==> src/rtl/key_mode_sel.sv <==
// Per-channel mode selector: PPS qualifying pulses in one direction step a
// bounded mode value up or down, with optional inter-pulse timeout and wrap/saturate ends.
module key_mode_sel #(
  parameter int CH          = 2,
  parameter int MODES       = 3,
  parameter int PPS         = 2,
  parameter int TIMEOUT_CYC = 0,
  parameter int WRAP        = 1,
  localparam int MW         = ($clog2(MODES) < 1) ? 1 : $clog2(MODES)
) (
  input  logic              sys_clk,
  input  logic              sys_rst_n,
  input  logic [CH-1:0]     inc_pulse,
  input  logic [CH-1:0]     dec_pulse,
  input  logic [CH-1:0]     clr,
  output logic [CH*MW-1:0]  mode,
  output logic [CH-1:0]     step
);

  localparam int TW = 20;
  localparam logic [MW-1:0] MODE_MAX = MW'(MODES - 1);
  localparam logic [TW-1:0] TO_LOAD  = TW'(TIMEOUT_CYC);
  localparam logic [2:0]    PPS_V    = 3'(PPS);

  for (genvar g = 0; g < CH; g++) begin : g_ch
    logic [2:0]    pend_q, pend_d, cnt;
    logic          dir_q, dir_d, pdir;
    logic [TW-1:0] tmr_q, tmr_d;
    logic [MW-1:0] mode_q, mode_d, nxt_mode;
    logic          step_q, step_d;

    always_ff @(posedge sys_clk or negedge sys_rst_n) begin
      if (!sys_rst_n) begin
        pend_q <= '0;
        dir_q  <= 1'b0;
        tmr_q  <= '0;
        mode_q <= '0;
        step_q <= 1'b0;
      end else begin
        pend_q <= pend_d;
        dir_q  <= dir_d;
        tmr_q  <= tmr_d;
        mode_q <= mode_d;
        step_q <= step_d;
      end
    end

    // dir = 1 means DEC; an opposing pulse restarts the count at 1
    always_comb begin
      pdir = dec_pulse[g];
      cnt  = (pend_q == 3'd0 || dir_q == pdir) ? pend_q + 3'd1 : 3'd1;
      if (!pdir)
        nxt_mode = (mode_q == MODE_MAX) ? ((WRAP != 0) ? '0 : mode_q) : mode_q + 1'b1;
      else
        nxt_mode = (mode_q == '0) ? ((WRAP != 0) ? MODE_MAX : mode_q) : mode_q - 1'b1;
    end

    always_comb begin
      pend_d = pend_q;
      dir_d  = dir_q;
      tmr_d  = tmr_q;
      mode_d = mode_q;
      step_d = 1'b0;
      if (clr[g]) begin
        pend_d = '0;
        dir_d  = 1'b0;
        tmr_d  = '0;
        mode_d = '0;
      end else if (inc_pulse[g] && dec_pulse[g]) begin
        pend_d = pend_q;
      end else if (inc_pulse[g] || dec_pulse[g]) begin
        dir_d = pdir;
        if (cnt == PPS_V) begin
          pend_d = '0;
          tmr_d  = '0;
          mode_d = nxt_mode;
          step_d = (nxt_mode != mode_q);
        end else begin
          pend_d = cnt;
          tmr_d  = TO_LOAD;
        end
      end else if (TIMEOUT_CYC > 0 && pend_q != 3'd0) begin
        if (tmr_q <= TW'(1)) begin
          pend_d = '0;
          tmr_d  = '0;
        end else begin
          tmr_d = tmr_q - TW'(1);
        end
      end
    end

    assign mode[g*MW +: MW] = mode_q;
    assign step[g]          = step_q;
  end

endmodule

==> config.mk <==
export PLATFORM = sky130hd
export DESIGN_NAME = key_mode_sel
export DESIGN_NICKNAME = d
export VERILOG_FILES = /design/src/rtl/key_mode_sel.sv
export SDC_FILE = /design/constraint.sdc
export NUM_CORES = 1
export LEC_CHECK = 0
export CAP_MARGIN = 20
export CORE_AREA = 5 5 59 45
export DETAILED_ROUTE_END_ITERATION = 8
export DIE_AREA = 0 0 64 50
export PLACE_DENSITY_LB_ADDON = 0.2
export SLEW_MARGIN = 20
export SYNTH_ARGS = -nofsm -noshare
export SYNTH_HDL_FRONTEND = slang
export SYNTH_SLANG_ARGS = --single-unit
==> constraint.sdc <==
create_clock -name sys_clk -period 2 [get_ports sys_clk]
set_input_delay 0.3 -clock sys_clk [delete_from_list [all_inputs] [get_ports sys_clk]]
set_output_delay 0.3 -clock sys_clk [all_outputs]
set_load 0.03 [all_outputs]
==> impl_results.md <==
- Simple-gate portion of the synthesized area: 0.113
- Diodes inserted: 0
- Grt total ovfl: 0
- Max incr delay on CP: 710 ps
- Slew headroom: 0.553
- R2r endpoint: g_ch[0].step_q
- Flop and latch count out of synthesis: 14
- GPL Wtd Cong: 0.766
- Area growth from synthesis to layout: 17.4%
- Worst Path Max Fanout: 5
- Primary FF master, synth: dfrtp_1
- Met2 Wirelength: 859 um
- Status: complete, no violations
- Seq/Total Area, Yosys: 0.339
- Global-route wire length before repair: 3360 um
- Largest family of logic cells by synthesized area: compound AO/OA/AOI/OAI gates
- I/O Buffers: 13
- Netlist cell types: 33
- Power density over the cells: 605 nW/um^2
- Max Buffers Root-to-Sink: 2
- Total die area: 3200 sq um
- Count leader, synth: dfrtp_1
- CTS tree: yes
- Slowest-stage cell, CP: clkdlybuf4s50_1
- Final hold slack: 406 ps
- Post-Route M1 WL: 1000 um
- Io pins: 14
- Antenna violations before repair: 0
- Worst skew pair latency: 290 ps
- Critical path launch point type: flop
- Total of max-cap violations: 0
- Yosys top cell by area: dfrtp_1
- Period utilisation layout: 0.880
- Share of cells above drive strength 1: 0.0909
- Met3 WL: 73 um
- Fillcell total: 181
- Max Slew Vio Count: 0
- Core area: 2050 sq um
- Clock Pin Slew Worst Setup and Hold Paths: 100 ps
- Synth warn: 0
- Critical path arrival: 1460 ps
- Total vias in the final route: 778
- Post-CTS setup buffer count: 0
- Slew @ Worst Pin: 668 ps
- Syn Std Cell Area: 1030 sq um
- CTS Root Buffer Type: clkbuf_4
- Largest net degree at the start of global routing: 15
- Initial Util: 0.504
- Setup crit end kind: output port
- Clock sinks: 14
- Placed standard-cell area: 1180 sq um
- Die height: 50 um
- Final Cell Area: 1210 sq um
- 1st-iter DRT viols: 14
- Non-filler cells, final: 145
- EDFF count, synth: 0
- CTS Buf Count: 3
- Overall routed net length: 1950 um
- Synth top area share: 0.339
- Synth Area in Adders: 0.121
- Fmax: 0.568 GHz
- Cells after Synth: 106
- Dpl cells: 141
- Reg2Reg Setup Slack: 300 ps
- Post-synthesis mux area share: 0.0387
- Max IR drop VDD: 0.000491 V
- Power, Total: 734 uW
- RSZ-0062 raised after global routing: false
- DR pass1 iterations: 5
- Syn Nets: 124
- Crit path kind: flop to output port
- Delay-heaviest family, CP: buffers and inverters
- GRT Total Usage: 0.134
- Min cycle time layout: 1760 ps
- Cells on worst reg2reg path: 5
- HP Class: primary input to async pin
- Worst path bufs/invs: 1
- Max layer used: met4
- DR WL/cell: 13.4 um
- H-tree level count: 1
- Critical-path cell list: clkdlybuf4s50_1
- Synth area leaders: dfrtp_1 (34%), ha_1 (12%), xnor2_1 (5.1%), inv_1 (4.0%), mux2i_1 (3.9%)
- Setup TNS: 0 ps
- Die width: 64 um
- Detailed placement HPWL: 1520 um
- Net count, final: 140
- Compound-Gate Fraction of Synth Area: 0.184
- Final setup fails: 0
- XOR/XNOR share of the synthesized area: 0.127
- Static Leak: 0.000524 uW
- Worst path required time: 1700 ps
- Detailed-route DRC error count: 0
- Syn Area/Cell: 9.75 sq um
- DR vias/cell: 5.37
- Ys async rst share: 1.00
- # rows: 14
- Commonest cells in the netlist: dfrtp_1 (14), inv_1 (11), ha_1 (10)
- Vias in the first global route: 748
- CTS Hold Bufs: 0
- Post-CTS sizing: 0
- Worst-case clock skew: 4.05 ps
- Antenna-violating nets left: 0
- Hold Vio Cnt, Final: 0
- Worst r2r src: g_ch[0].mode_q[0]
==> placed cells by master (no fill, tap or decap), types with 2 or more instances in the layout <==
| cell type | n |
|---|---|
| dfrtp_1 | 14 |
| clkdlybuf4s50_1 | 13 |
| inv_1 | 11 |
| ha_1 | 10 |
| nor2_1 | 9 |
| o21ai_0 | 7 |
| xnor2_1 | 6 |
| nand2_1 | 6 |
| nand2b_1 | 5 |
| mux2i_1 | 4 |
| xor2_1 | 4 |
| a21oi_1 | 4 |
| clkbuf_4 | 3 |
| buf_4 | 3 |
| a2111oi_0 | 2 |
| a31oi_1 | 2 |
==> worst max-delay path by stage <==
stage	startpoint	endpoint	slack, ps	cells past startpoint
floorplan	g_ch[0].mode_q[0]	g_ch[0].step_q	290	5
global placement	dec_pulse[0]	g_ch[0].step_q	110	5
detailed placement	dec_pulse[0]	g_ch[0].mode_q[1]	70	6
CTS	g_ch[0].mode_q[1]	mode[1]	230	1
global route	g_ch[0].mode_q[0]	g_ch[0].step_q	80	5
finish	g_ch[0].mode_q[1]	mode[1]	240	1
==> cells by family after synthesis <==
| group | count (synthesis) |
|---|---|
| simple gates | 25 |
| fa+ha+maj | 10 |
| compound gates | 25 |
| buf+inv | 16 |
| xor+xnor | 12 |
| flops | 14 |
| mux | 4 |
==> state kept, by name (all words and copies together) (netlist names) <==
name	count
g_ch.mode_q	4
g_ch.dir_q	2
g_ch.pend_q	6
g_ch.step_q	2
==> routing by layer <==
layer | vias up | GRT usage
met3 | 2 | 0.0568
met5 | - | 0
met2 | 12 | 0.196
met4 | 0 | 0.0173
li1 | 394 | -
met1 | 370 | 0.188
==> stage by stage <==
stage | util | setup WS (ps)
final | 0.592 | 239
after global routing | 0.592 | 83.1
after CTS | 0.592 | 230
after detailed placement | 0.574 | 70.0
after global placement | 0.574 | 111
after floorplan | - | 290
==> area by class of cell <==
| class | instances | area, sq um | area share |
|---|---|---|---|
| inverter | 11 | 41.3 | 0.0340 |
| sequential | 14 | 350 | 0.289 |
| tap | 24 | 30.0 | 0.0247 |
| timing repair buffer | 16 | 153 | 0.126 |
| multi-input combinational | 76 | 603 | 0.497 |
| clock buffer | 4 | 36.3 | 0.0299 |
==> power by group <==
part | switching [uW] | leakage [uW] | internal (uW)
Clock | 107 | 0.0000210 | 111
Combinational | 112 | 0.000313 | 86.2
Sequential | 18.3 | 0.000190 | 299
Total | 238 | 0.000524 | 496
Power figures use the tool's default switching activity.
